$ cat src/rtl/bcd_scan_display.sv
// ---------------------------------------------------------------------------
// bcd_scan_display
//
// Display stage for the calculator datapath. An 8-bit unsigned result is
// converted to three BCD digits by a sequential double-dabble engine (one
// shift per clock) and shown on a 4-digit common-anode 7-segment display by
// time-multiplexing the digit selects.
//
// Parameters
//   SCAN_DIV : clk cycles each digit stays selected (>= 2).
//
// Ports
//   clk    in   system clock, all state on the rising edge
//   rst_n  in   asynchronous, active-low reset
//   value  in   [7:0] unsigned binary value to display
//   load   in   one-cycle strobe requesting conversion of value
//   busy   out  high while a conversion is running; load is ignored then
//   seg    out  [6:0] active-low segments {g,f,e,d,c,b,a}
//   an     out  [3:0] active-low one-hot digit select, an[0] = ones
//   dp     out  decimal point, active-low, always off
// ---------------------------------------------------------------------------
module bcd_scan_display #(
  parameter int SCAN_DIV = 50000
) (
  input  logic       clk,
  input  logic       rst_n,
  input  logic [7:0] value,
  input  logic       load,
  output logic       busy,
  output logic [6:0] seg,
  output logic [3:0] an,
  output logic       dp
);

  // -------------------------------------------------------------------------
  // Constants
  // -------------------------------------------------------------------------
  localparam logic [1:0] IDLE   = 2'd0;
  localparam logic [1:0] CONV   = 2'd1;
  localparam logic [1:0] COMMIT = 2'd2;

  localparam int         PW       = (SCAN_DIV > 2) ? $clog2(SCAN_DIV) : 1;
  localparam logic [PW-1:0] PRE_LAST = PW'(SCAN_DIV - 1);

  localparam logic [6:0] SEG_BLANK = 7'b1111111;
  localparam logic [6:0] SEG_ZERO  = 7'b1000000;

  // Active-low 0-9 table; anything else (never produced by the converter)
  // falls back to blank.
  function automatic logic [6:0] seg7(input logic [3:0] d);
    logic [6:0] s;
    case (d)
      4'd0:    s = 7'b1000000;
      4'd1:    s = 7'b1111001;
      4'd2:    s = 7'b0100100;
      4'd3:    s = 7'b0110000;
      4'd4:    s = 7'b0011001;
      4'd5:    s = 7'b0010010;
      4'd6:    s = 7'b0000010;
      4'd7:    s = 7'b1111000;
      4'd8:    s = 7'b0000000;
      4'd9:    s = 7'b0010000;
      default: s = SEG_BLANK;
    endcase
    return s;
  endfunction

  // -------------------------------------------------------------------------
  // Converter state
  // -------------------------------------------------------------------------
  logic [1:0]  state_reg, state_next;
  logic [7:0]  bin_reg,   bin_next;
  logic [11:0] bcd_reg,   bcd_next;
  logic [2:0]  cnt_reg,   cnt_next;
  logic [3:0]  ones_reg,  ones_next;
  logic [3:0]  tens_reg,  tens_next;
  logic [3:0]  hund_reg,  hund_next;

  // Add-3 correction applied to every nibble before each shift.
  logic [11:0] bcd_adj;

  genvar gi;
  generate
    for (gi = 0; gi < 3; gi++) begin : g_adj
      assign bcd_adj[4*gi +: 4] = (bcd_reg[4*gi +: 4] >= 4'd5)
                                  ? bcd_reg[4*gi +: 4] + 4'd3
                                  : bcd_reg[4*gi +: 4];
    end
  endgenerate

  always_comb begin
    state_next = state_reg;
    bin_next   = bin_reg;
    bcd_next   = bcd_reg;
    cnt_next   = cnt_reg;
    ones_next  = ones_reg;
    tens_next  = tens_reg;
    hund_next  = hund_reg;

    case (state_reg)
      IDLE: begin
        if (load) begin
          bin_next   = value;
          bcd_next   = 12'd0;
          cnt_next   = 3'd0;
          state_next = CONV;
        end
      end

      CONV: begin
        // Shift {bcd, bin} left by one after the add-3 correction.
        bcd_next = {bcd_adj[10:0], bin_reg[7]};
        bin_next = {bin_reg[6:0], 1'b0};
        cnt_next = cnt_reg + 3'd1;
        if (cnt_reg == 3'd7) begin
          state_next = COMMIT;
        end
      end

      COMMIT: begin
        hund_next  = bcd_reg[11:8];
        tens_next  = bcd_reg[7:4];
        ones_next  = bcd_reg[3:0];
        state_next = IDLE;
      end

      default: begin
        state_next = IDLE;
      end
    endcase
  end

  always_ff @(posedge clk or negedge rst_n) begin
    if (!rst_n) begin
      state_reg <= IDLE;
      bin_reg   <= 8'd0;
      bcd_reg   <= 12'd0;
      cnt_reg   <= 3'd0;
      ones_reg  <= 4'd0;
      tens_reg  <= 4'd0;
      hund_reg  <= 4'd0;
    end else begin
      state_reg <= state_next;
      bin_reg   <= bin_next;
      bcd_reg   <= bcd_next;
      cnt_reg   <= cnt_next;
      ones_reg  <= ones_next;
      tens_reg  <= tens_next;
      hund_reg  <= hund_next;
    end
  end

  // busy covers both CONV and COMMIT, so a load on the commit edge is
  // dropped and the first accepted reload is the edge after commit.
  assign busy = (state_reg != IDLE);

  // -------------------------------------------------------------------------
  // Scanner
  // -------------------------------------------------------------------------
  logic [PW-1:0] pre_reg, pre_next;
  logic [1:0]    idx_reg, idx_next;
  logic [6:0]    seg_reg, seg_next;
  logic [3:0]    an_reg,  an_next;

  logic          advance;
  logic [1:0]    slot_idx;
  logic [3:0]    slot_nib;
  logic          slot_blank;
  logic [6:0]    slot_seg;
  logic [3:0]    slot_an;

  assign advance  = (pre_reg == PRE_LAST);
  assign slot_idx = idx_reg + 2'd1;

  // Digit source and leading-zero blanking for the slot about to start.
  // Sampling the display registers here (not after commit) means a commit
  // landing on an advance edge shows up from the following slot.
  always_comb begin
    slot_nib   = 4'd0;
    slot_blank = 1'b1;
    case (slot_idx)
      2'd0: begin
        slot_nib   = ones_reg;
        slot_blank = 1'b0;
      end
      2'd1: begin
        slot_nib   = tens_reg;
        slot_blank = (hund_reg == 4'd0) && (tens_reg == 4'd0);
      end
      2'd2: begin
        slot_nib   = hund_reg;
        slot_blank = (hund_reg == 4'd0);
      end
      default: begin
        slot_nib   = 4'd0;
        slot_blank = 1'b1;
      end
    endcase
  end

  assign slot_seg = slot_blank ? SEG_BLANK : seg7(slot_nib);

  generate
    for (gi = 0; gi < 4; gi++) begin : g_an
      assign slot_an[gi] = (slot_idx != 2'(gi));
    end
  endgenerate

  always_comb begin
    pre_next = pre_reg + PW'(1);
    idx_next = idx_reg;
    seg_next = seg_reg;
    an_next  = an_reg;
    if (advance) begin
      pre_next = '0;
      idx_next = slot_idx;
      seg_next = slot_seg;
      an_next  = slot_an;
    end
  end

  always_ff @(posedge clk or negedge rst_n) begin
    if (!rst_n) begin
      pre_reg <= '0;
      idx_reg <= 2'd0;
      seg_reg <= SEG_ZERO;
      an_reg  <= 4'b1110;
    end else begin
      pre_reg <= pre_next;
      idx_reg <= idx_next;
      seg_reg <= seg_next;
      an_reg  <= an_next;
    end
  end

  assign seg = seg_reg;
  assign an  = an_reg;
  assign dp  = 1'b1;

endmodule

$ cat config.mk
export PLATFORM = sky130hd
export DESIGN_NAME = bcd_scan_display
export DESIGN_NICKNAME = d
export VERILOG_FILES = /design/src/rtl/bcd_scan_display.sv
export SDC_FILE = /design/constraint.sdc
export NUM_CORES = 1
export LEC_CHECK = 0
export BUFFER_PORTS_ARGS = -buffer_cell sky130_fd_sc_hd__buf_2
export CORE_MARGIN = 8
export CORE_UTILIZATION = 47
export DETAILED_ROUTE_END_ITERATION = 12
export GPL_TIMING_DRIVEN = 1
export PLACE_DENSITY_LB_ADDON = 0.08
export SLEW_MARGIN = 20
export SYNTH_ARGS = -nofsm -noshare
export SYNTH_HDL_FRONTEND = slang
export SYNTH_SLANG_ARGS = --single-unit
$ cat constraint.sdc
create_clock -name clk -period 2.4 [get_ports clk]
set_input_delay 0.24 -clock clk [delete_from_list [all_inputs] [get_ports clk]]
set_output_delay 0.24 -clock clk [all_outputs]
set_load 0.02 [all_outputs]
; Word-level counts from Yosys, hierarchy flattened
; Memories as Yosys holds them, arrays and structs flattened.
; Cells that the tools add are included.
[word_totals]
ff_bits = 66
latch_bits = 0
ramBits = 0
romBits = 112
input_bits = 11
mem_count = 1
[classes]
add_sub_neg = 6
mul = 0
div_mod_pow = 0
order_cmp = 3
eq_ne = 11
n_shift = 0
mux = 16
n_bitwise = 0
reduce_logical = 10
[mem_list]
columns = memory, depth, word_bits, rd, rd_ports_with_merged_regs, write_ports, line_no
row1 = (name not given), 16, 7, 1, 0, 0, 52  ; case (d)
[ops]
columns = operator, count
row1 = $pmux 12 s2, 1
row2 = $add 16x1->16 const B, 1
row3 = $eq 16x16->1 const B, 1
row4 = $mux 16, 1
row5 = $pmux 8 s2, 1
row6 = $ge 4x3->1 const B, 3
row7 = $mux 12, 1
row8 = $pmux 4 s3, 1
row9 = $add 4x2->4 const B, 2
row10 = $logic_not 4->1, 2
row11 = $mux 4, 2
row12 = $mux 8, 1
row13 = $ne 2x2->1 const B, 4
row14 = $mux 7, 1
row15 = $mux 3, 2
row16 = $pmux 3 s2, 1
row17 = $reduce_bool 2->1, 3
row18 = $eq 2x1->1 const B, 2
row19 = $eq 2x2->1 const B, 2
row20 = $logic_not 2->1, 2
row21 = $mux 2, 2
row22 = $pmux 2 s2, 1
row23 = $reduce_and 2->1, 2
row24 = $add 3x1->3 const B, 1
row25 = 6 further kinds, 6

; Logic depth before layout (Yosys ltp)
; Gate-level depths: netlist of the first run.
; An unclocked memory read counts as a cell.
[depth]
word_depth = 5
mapped_depth = 9
depth_no_buf = 9

; Least setup slack after synthesis of the first run
; OpenSTA, ideal clock, no wires.
[synth_path]
path_type = register to register
from = register idx_reg[0]
to = register seg_reg[1], in the netlist seg[1]
t_arrival_ns = 2.118
slack_ns = 0.200
stages_incl_launch_ff = 8
synth_period_minus_slack_ns = 2.200
path_cell_list = dfrtp_1 -> inv_1 -> ha_1 -> a222oi_1 -> nor2_1 -> ha_1 -> or3_2 -> a31oi_1
[synth_via]
elab_chain_cells = 5
[synth_lines]
columns = element, line_no
row1 = from (decl), 161  ; logic [1:0] idx_reg, idx_next;
row2 = from (signal assigned), 230  ; idx_reg <= idx_next;
row3 = $add 2x1->2 (*), 173  ; assign slot_idx = idx_reg + 2'd1;
row4 = net slot_idx[0], 166  ; logic [1:0] slot_idx;
row5 = "$eq 2x2->1, or another cell as far along", 181  ; case (slot_idx)
row6 = $pmux 4 s3, 181
row7 = $mem_v2 16x7, n/a
row8 = $mux 7 (*), 201  ; assign slot_seg = slot_blank ? SEG_BLANK : seg7(slot_nib);
row9 = to (signal assigned), 231  ; seg_reg <= seg_next;
row10 = to (decl), 162  ; logic [6:0] seg_reg, seg_next;
; The timed path passes the listed nets; every way through them passes the cells marked *.
; A chain may end at the register's enable or synchronous reset.

; Worst setup path after layout of the first run
[layout_path]
from = register idx_reg[0]
to = register seg_reg[1], in the netlist seg[1]
[layout_via]
elab_chain_cells = 5
[layout_lines]
columns = element, line_no
row1 = $add 2x1->2 (*), 173
row2 = "$eq 2x2->1, or another cell as far along", 181
row3 = $pmux 4 s3, 181
row4 = $mem_v2 16x7, n/a
row5 = $mux 7 (*), 201
; Every way passes the cells marked *; elsewhere a longest branch is shown, timed or not.

==> flow_summary_export.csv, run 1 <==
group,metric,value,unit
layout,stdcell_area,3860,µm²
layout,antennaDiodeCount,0,
route,drt_iter0_drc,63,
global_route,grt_pass1_vias,2364,
synthesis,synth_area_leader_cell,"dfrtp_1",
floorplan,die_w,100,µm
setup_path,worstRegToRegCells,7,
layout,ff_latch_area,1660,µm²
synthesis,syn_inst,320,
place,gp_congestion,0.874,
global_route,gr-total-overflow,0,
floorplan,die_y,100,µm
place,io_buffers,22,
sta,min_period,2210,ps
clock_tree,clockBufferDepth,2,
sta,hold_viol,0,
place,dp_hpwl,4550,µm
sta,tns,0,ps
floorplan,initial_core_util,48.8,%
global_route,grt_max_degree,48,
layout,multi_input_area,1540,µm²
layout,fillers,580,
floorplan,io_pins,24,
route,dr.pass1.iters,5,
floorplan,die-area,10000,µm²
synthesis,synth_edf_count,0,
synthesis,synth_top_area_share,46.8,%
setup_path,cp-startpoint,"idx_reg[0]",
sta,setup_viol,0,
route,num_vias,2368,
route,avgRoutedWirePerCell,14.6,µm
clock_tree,cts.sinks,66,
power_and_ir_drop,power_density,1060,nW/µm²
run_status,status,"completed",
setup_path,cp-endpoint,"seg[1]",
route,drt-total-wl,6580,µm
sta,rsz0062_at_grt,"no",
sta,skew,8.08,ps
sta,fmax,0.452,GHz
clock_tree,cts.clk_slew.worst_paths,80,ps
setup_path,worst_setup_path_end_kind,"flip-flop",
sta,tightest_slew,657,ps
setup_path,r2r-start,"idx_reg[0]",
setup_path,rrSetupSlack,190,ps
setup_path,crit_type,"reg2reg",
synthesis,async_flop_share,100,%
synthesis,yosysWarnings,0,
layout,layout-drive-gt1-share,20.8,%
hold_path,min_path_type,"in2reg",
place,postPlaceCellArea,3560,µm²
route,drc,0,
floorplan,fp.coreArea,6790,µm²
layout,fin_nets,380,
setup_path,crit_path_start_kind,"flip-flop",
synthesis,ys_seq_area_share,50.0,%
floorplan,rows,30,
synthesis,synth.distinct_cells,47,
setup_path,worstPathMaxFanout,6,
clock_tree,cts_tree,"yes",
setup_path,cp.arrival,2470,ps
sta,period_share,92.1,%
layout,syn2layout_area_growth,16.6,%
synthesis,synth_top_flop_cell,"dfrtp_1",
hold_path,min_path_cells,3,
synthesis,synth.area.top_cells,"dfrtp_1 (47%), ha_1 (7.2%), o21ai_0 (4.1%), a21oi_1 (3.5%), dfstp_2 (3.2%)",
power_and_ir_drop,p_leak,1.78,nW
setup_path,reg2reg_to,"seg[1]",
power_and_ir_drop,ir_drop,0.000645,V
clock_tree,cts_inserted_buffers,9,
sta,slew_headroom,55.6,%
route,ant_nets,0,
clock_tree,htree_levels,3,
sta,slew_violations,0,
layout,largest_reg_flops,16,
global_route,antenna_found_initial,0,
synthesis,synth_seq_cells,66,
synthesis,netlist_area,3320,µm²
global_route,grt_use_total,14.1,%
synthesis,avgSynthCellArea,10.4,µm²
global_route,grt_pass1_wl,11400,µm
clock_tree,clkLatencyLatePin,340,ps
setup_path,cp.required,2660,ps
synthesis,synth_nets,350,
clock_tree,cts_root_buf,"clkbuf_8",
route,viasPerCell,5.25,
job,cap_viol_max_count,0,
## through the flow
stage	std cells	hold WS, ps	worst slack, ps	utilization, %	power (W)
global placement	430	220	143	52.4	0.00288
CTS	448	185	54.2	56.4	0.00410
global route	451	196	30.7	56.9	0.00437
detailed placement	430	220	52.2	52.4	0.00290
finish	451	194	190	56.9	0.00408
floorplan	320	-55.6	200	-	0.00255
## area by class of cell
class                      count  share of cell area (%)
clock buffer                  12                    4.01
clock inverter                 4                    2.53
inverter                      16                    1.55
multi-input combinational    220                    39.8
sequential                    66                    42.9
tap                           96                    3.11
timing repair buffer          37                    6.15
## worst min-delay path by stage
stage,start,endpoint
finish,value[6],bin_reg[6]
global placement,rst_n,pre_reg[6]
detailed placement,rst_n,pre_reg[6]
global route,value[1],bin_reg[1]
CTS,value[1],bin_reg[1]
floorplan,rst_n,an[0]
## kinds of logic after synthesis
kind of cell	Yosys count	share of synthesized area (%)
other	1	0.113
flip-flops	66	50.0
adder cells (fa/ha/maj)	19	7.17
XOR/XNOR	18	4.75
multiplexers	15	4.94
AO/OA/AOI/OAI	84	15.9
buffers and inverters	34	4.08
AND/OR/NAND/NOR	83	13.1
## synth_stat cells (all sizes together) (5+ instances only)
cell type	n
a22oi	8
xor2	8
nand2	26
clkbuf	12
dfrtp	62
ha	19
a22o	5
nand3	8
mux2	8
nand2b	6
buf	6
o21ai	27
nor2	8
a31oi	7
nor2b	11
a21oi	24
inv	16
mux2i	7
xnor2	10
## what timing repair did
item	4_1_cts	5_1_grt
setup endpoints to repair	1	4
pin swaps	1	4
resized for setup	0	5
hold endpoints to repair	15	0
buffers inserted	1	3
hold buffers	1	0
## power breakdown
part | switching [W] | total (W) | internal [W]
combinational | 0.000681 | 0.00130 | 0.000622
sequential | 0.000234 | 0.00160 | 0.00137
clock | 0.000429 | 0.00118 | 0.000748
total | 0.00134 | 0.00408 | 0.00274
## metal layers
layer	part of all wire [%]	vias to the layer above	routed length [µm]	track usage, %
li1	-	1187	-	-
met1	49	1130	3220	18.6
met2	46	39	3050	21.8
met3	2.7	12	178	2.70
met4	1.9	0	127	6.63
met5	0	-	0	0
## critical path, stage by stage, from the launching register on
cell and delay, ps:
dfrtp_1 420, ha_2 240, a222oi_1 340, buf_4 180
nor2_1 60, ha_1 320, or3_2 440, a31oi_1 130
## placed cells by master (no fill, tap or decap), types with 4 or more instances in the layout
master,synthesis,layout
dfrtp_1,62,62
o21ai_0,27,27
nand2_1,26,26
a21oi_1,23,23
buf_2,3,22
ha_1,19,16
inv_1,16,15
buf_4,1,13
nor2b_1,11,11
clkbuf_8,0,11
xnor2_1,10,10
nand3_1,8,8
nor2_1,8,8
xor2_1,8,8
a22oi_1,8,8
mux2i_1,7,7
mux2_2,7,7
nand2b_1,6,6
a31oi_1,6,6
a22o_1,5,5
nand4_1,4,4
a222oi_1,4,4
dfstp_2,4,4
Note: power is estimated with default switching activity, not from simulation.
==> run 2: changes to the inputs <==
- ABC_AREA: default -> 1
==> run 2 against run 1 <==
Cell area is 2.2% higher; sequential power is 3% lower; critical endpoint is now seg[3]; critical path type unchanged; non-clock buffer count is 9 lower; largest cell class unchanged.
==> flow_summary_export.csv, run 2 <==
group,metric,value,unit
layout,largest_reg_flops,16,
route,drt-total-wl,6850,µm
sta,tns,0,ps
clock_tree,cts_tree,"yes",
setup_path,slowest_stage,"dfrtp_1",
run_status,status,"completed",
synthesis,synth_top_flop_cell,"dfrtp_1",
layout,ff_latch_area,1660,µm²
sta,min_period,2090,ps
sta,slew_headroom,59.4,%
floorplan,die-area,10500,µm²
clock_tree,clkLatencyLatePin,350,ps
clock_tree,cts_inserted_buffers,9,
route,dr.pass1.iters,4,
synthesis,synth_top_area_share,43.9,%
clock_tree,cts.sinks,66,
sta,skew,12.0,ps
place,dp_hpwl,4990,µm
setup_path,crit_chain,"inv_1, ha_1, nand2_1, nand3_1, nand2_1, inv_1, ha_1, nand3b_1, nand3_1, nand2_1, nor2_1, nor2_1",
layout,final_common_cell,"nand2_1",
layout,final_cell_mix,"nand2_1 (83), nor2_1 (65), dfrtp_1 (62)",
layout,syn2layout_area_growth,11.9,%
synthesis,synth.area.top_cells,"dfrtp_1 (44%), nand2_1 (8.8%), nor2_1 (6.9%), ha_1 (6.7%), o21ai_0 (6.0%)",
sta,fmax,0.479,GHz
synthesis,netlist_area,3530,µm²
clock_tree,cts_setup_buffers,0,
layout,fillers,684,
floorplan,initial_core_util,48.7,%
sta,slew_violations,0,
sta,timing.hold.ws,155,ps
floorplan,die_y,103,µm
floorplan,io_pins,24,
synthesis,synth.distinct_cells,38,
synthesis,avgSynthCellArea,8.39,µm²
layout,fin_nets,480,
setup_path,critPathMaxStageDelay,400,ps
synthesis,synth_area_leader_cell,"dfrtp_1",
clock_tree,clockBufferDepth,2,
synthesis,synth_common_cells,"nand2_1 (83), nor2_1 (65), dfrtp_1 (62)",
setup_path,crit_type,"reg2reg",
global_route,grt_pass1_wl,12000,µm
route,avgRoutedWirePerCell,12.4,µm
power_and_ir_drop,p_sw,0.00141,W
sta,setup_viol,0,
layout,antennaDiodeCount,0,
sta,period_share,87.0,%
global_route,grt_use_total,14.5,%
setup_path,critical-path-top-delay-family,"simple AND/OR/NAND/NOR gates",
sta,rsz0062_at_grt,"no",
setup_path,worst_setup_path_end_kind,"flip-flop",
global_route,antenna_found_initial,0,
synthesis,synth_edf_count,0,
route,drt_iter0_drc,77,
synthesis,yosysWarnings,0,
power_and_ir_drop,power_density,986,nW/µm²
floorplan,fp.coreArea,7250,µm²
synthesis,syn_inst,421,
power_and_ir_drop,p_clk_share,27.2,%
route,viasPerCell,4.77,
route,num_vias,2640,
sta,tightest_slew,608,ps
power_and_ir_drop,comb_power_share,32.8,%
clock_tree,cts_root_buf,"clkbuf_8",
layout,layout-drive-gt1-share,15.2,%
setup_path,cp.arrival,2330,ps
synthesis,synth_nets,451,
setup_path,cpMostUsedCell,"nand2_1",
sta,hold_viol,0,
synthesis,synth_seq_cells,66,
synthesis,ys_seq_area_share,46.9,%
global_route,grt_max_degree,28,
setup_path,worstPathMaxFanout,6,
job,cap_viol_max_count,0,
global_route,gr-total-overflow,0,
place,gp_congestion,0.872,
layout,multi_input_area,1590,µm²
clock_tree,cts.clk_slew.worst_paths,70,ps
global_route,grt_pass1_vias,2623,
power_and_ir_drop,p_leak,2.01,nW
synthesis,synth.most_common_cell,"nand2_1",
setup_path,crit_path_start_kind,"flip-flop",
floorplan,rows,31,
route,ant_nets,0,
power_and_ir_drop,ir_drop,0.000676,V
hold_path,min_path_type,"in2reg",
power_and_ir_drop,swShare,36.3,%
power_and_ir_drop,p_int,0.00248,W
floorplan,die_w,103,µm
route,drc,0,
place,io_buffers,22,
power_and_ir_drop,p_seq_share,40.0,%
synthesis,async_flop_share,100,%
clock_tree,htree_levels,3,
setup_path,path_buf_inv,2,
setup_path,cp.required,2640,ps
[run 2: changes by cell type after synthesis, moves of 5 or more]
cell	previous run	this run
a31oi_1	6	1
a21oi_1	23	11
o21ai_0	27	42
nor2b_1	11	0
xnor2_1	10	1
nor2_1	8	65
mux2_2	7	0
nand3_1	8	21
a22oi_1	8	0
clkbuf_1	12	2
inv_1	16	46
mux2i_1	7	0
nand2b_1	6	0
nand2_1	26	83
[run 2: per-layer routing]
layer / track usage, % / vias up / share of wire (%) / wire length [µm]
li1: - / 1402 / - / -
met1: 19.1 / 1202 / 51 / 3480
met2: 22.1 / 27 / 44 / 3030
met3: 4.73 / 9 / 3.8 / 257
met4: 4.40 / 0 / 1.3 / 87
met5: 0 / - / 0 / 0
[run 2: repair_timing]
item,4_1_cts,5_1_grt
endpoints found under the hold margin,17,0
resized for setup,0,0
hold buffers,1,0
[run 2: worst paths after layout]
check	start	endpoint	slack [ps]	cells past startpoint
max in group asynchronous	rst_n	state_reg[1]	1280	3
worst max-delay path	idx_reg[0]	seg[3]	310	12
worst min-delay path	value[0]	bin_reg[0]	160	2
worst max register to register	idx_reg[0]	seg[3]	310	12
min in group asynchronous	rst_n	pre_reg[7]	390	2
worst min register to register	pre_reg[0]	pre_reg[0]	470	1
[run 2: area by class of cell]
class	count	area share [%]
inverter	51	5.03
tap	99	3.13
sequential	66	41.9
clock buffer	10	3.48
multi-input combinational	294	40.2
timing repair buffer	28	3.99
clock inverter	6	2.28
[run 2: power groups by stage]
stage / clock [W] / sequential (W) / combinational [W]
after floorplan: 0 / 0.00153 / 0.00101
after global placement: 0 / 0.00157 / 0.00127
after detailed placement: 0 / 0.00157 / 0.00128
after CTS: 0.00109 / 0.00156 / 0.00129
after global routing: 0.00114 / 0.00159 / 0.00150
final: 0.00106 / 0.00156 / 0.00128
[run 2: kinds of logic (layout without fill, tap and decap cells)]
kind of cell / Yosys count / after routing / synth area share, %
compound gates: 71 / 71 / 11.5
xor+xnor: 12 / 12 / 2.98
fa+ha+maj: 19 / 19 / 6.73
buf+inv: 61 / 95 / 8.15
flops: 66 / 66 / 46.9
other cells: 1 / 1 / 0.106
simple gates: 191 / 191 / 23.6
[run 2: stage by stage]
stage | power, W | worst slack [ps] | util, % | instances | area [µm²]
detailed placement | 0.00286 | 314 | 51.2 | 537 | 3710
finish | 0.00390 | 312 | 54.5 | 554 | 3950
CTS | 0.00394 | 303 | 54.5 | 554 | 3950
global placement | 0.00284 | 406 | 51.2 | 537 | 3710
global route | 0.00423 | 29.1 | 54.5 | 554 | 3950
floorplan | 0.00253 | 547 | - | 421 | 3530
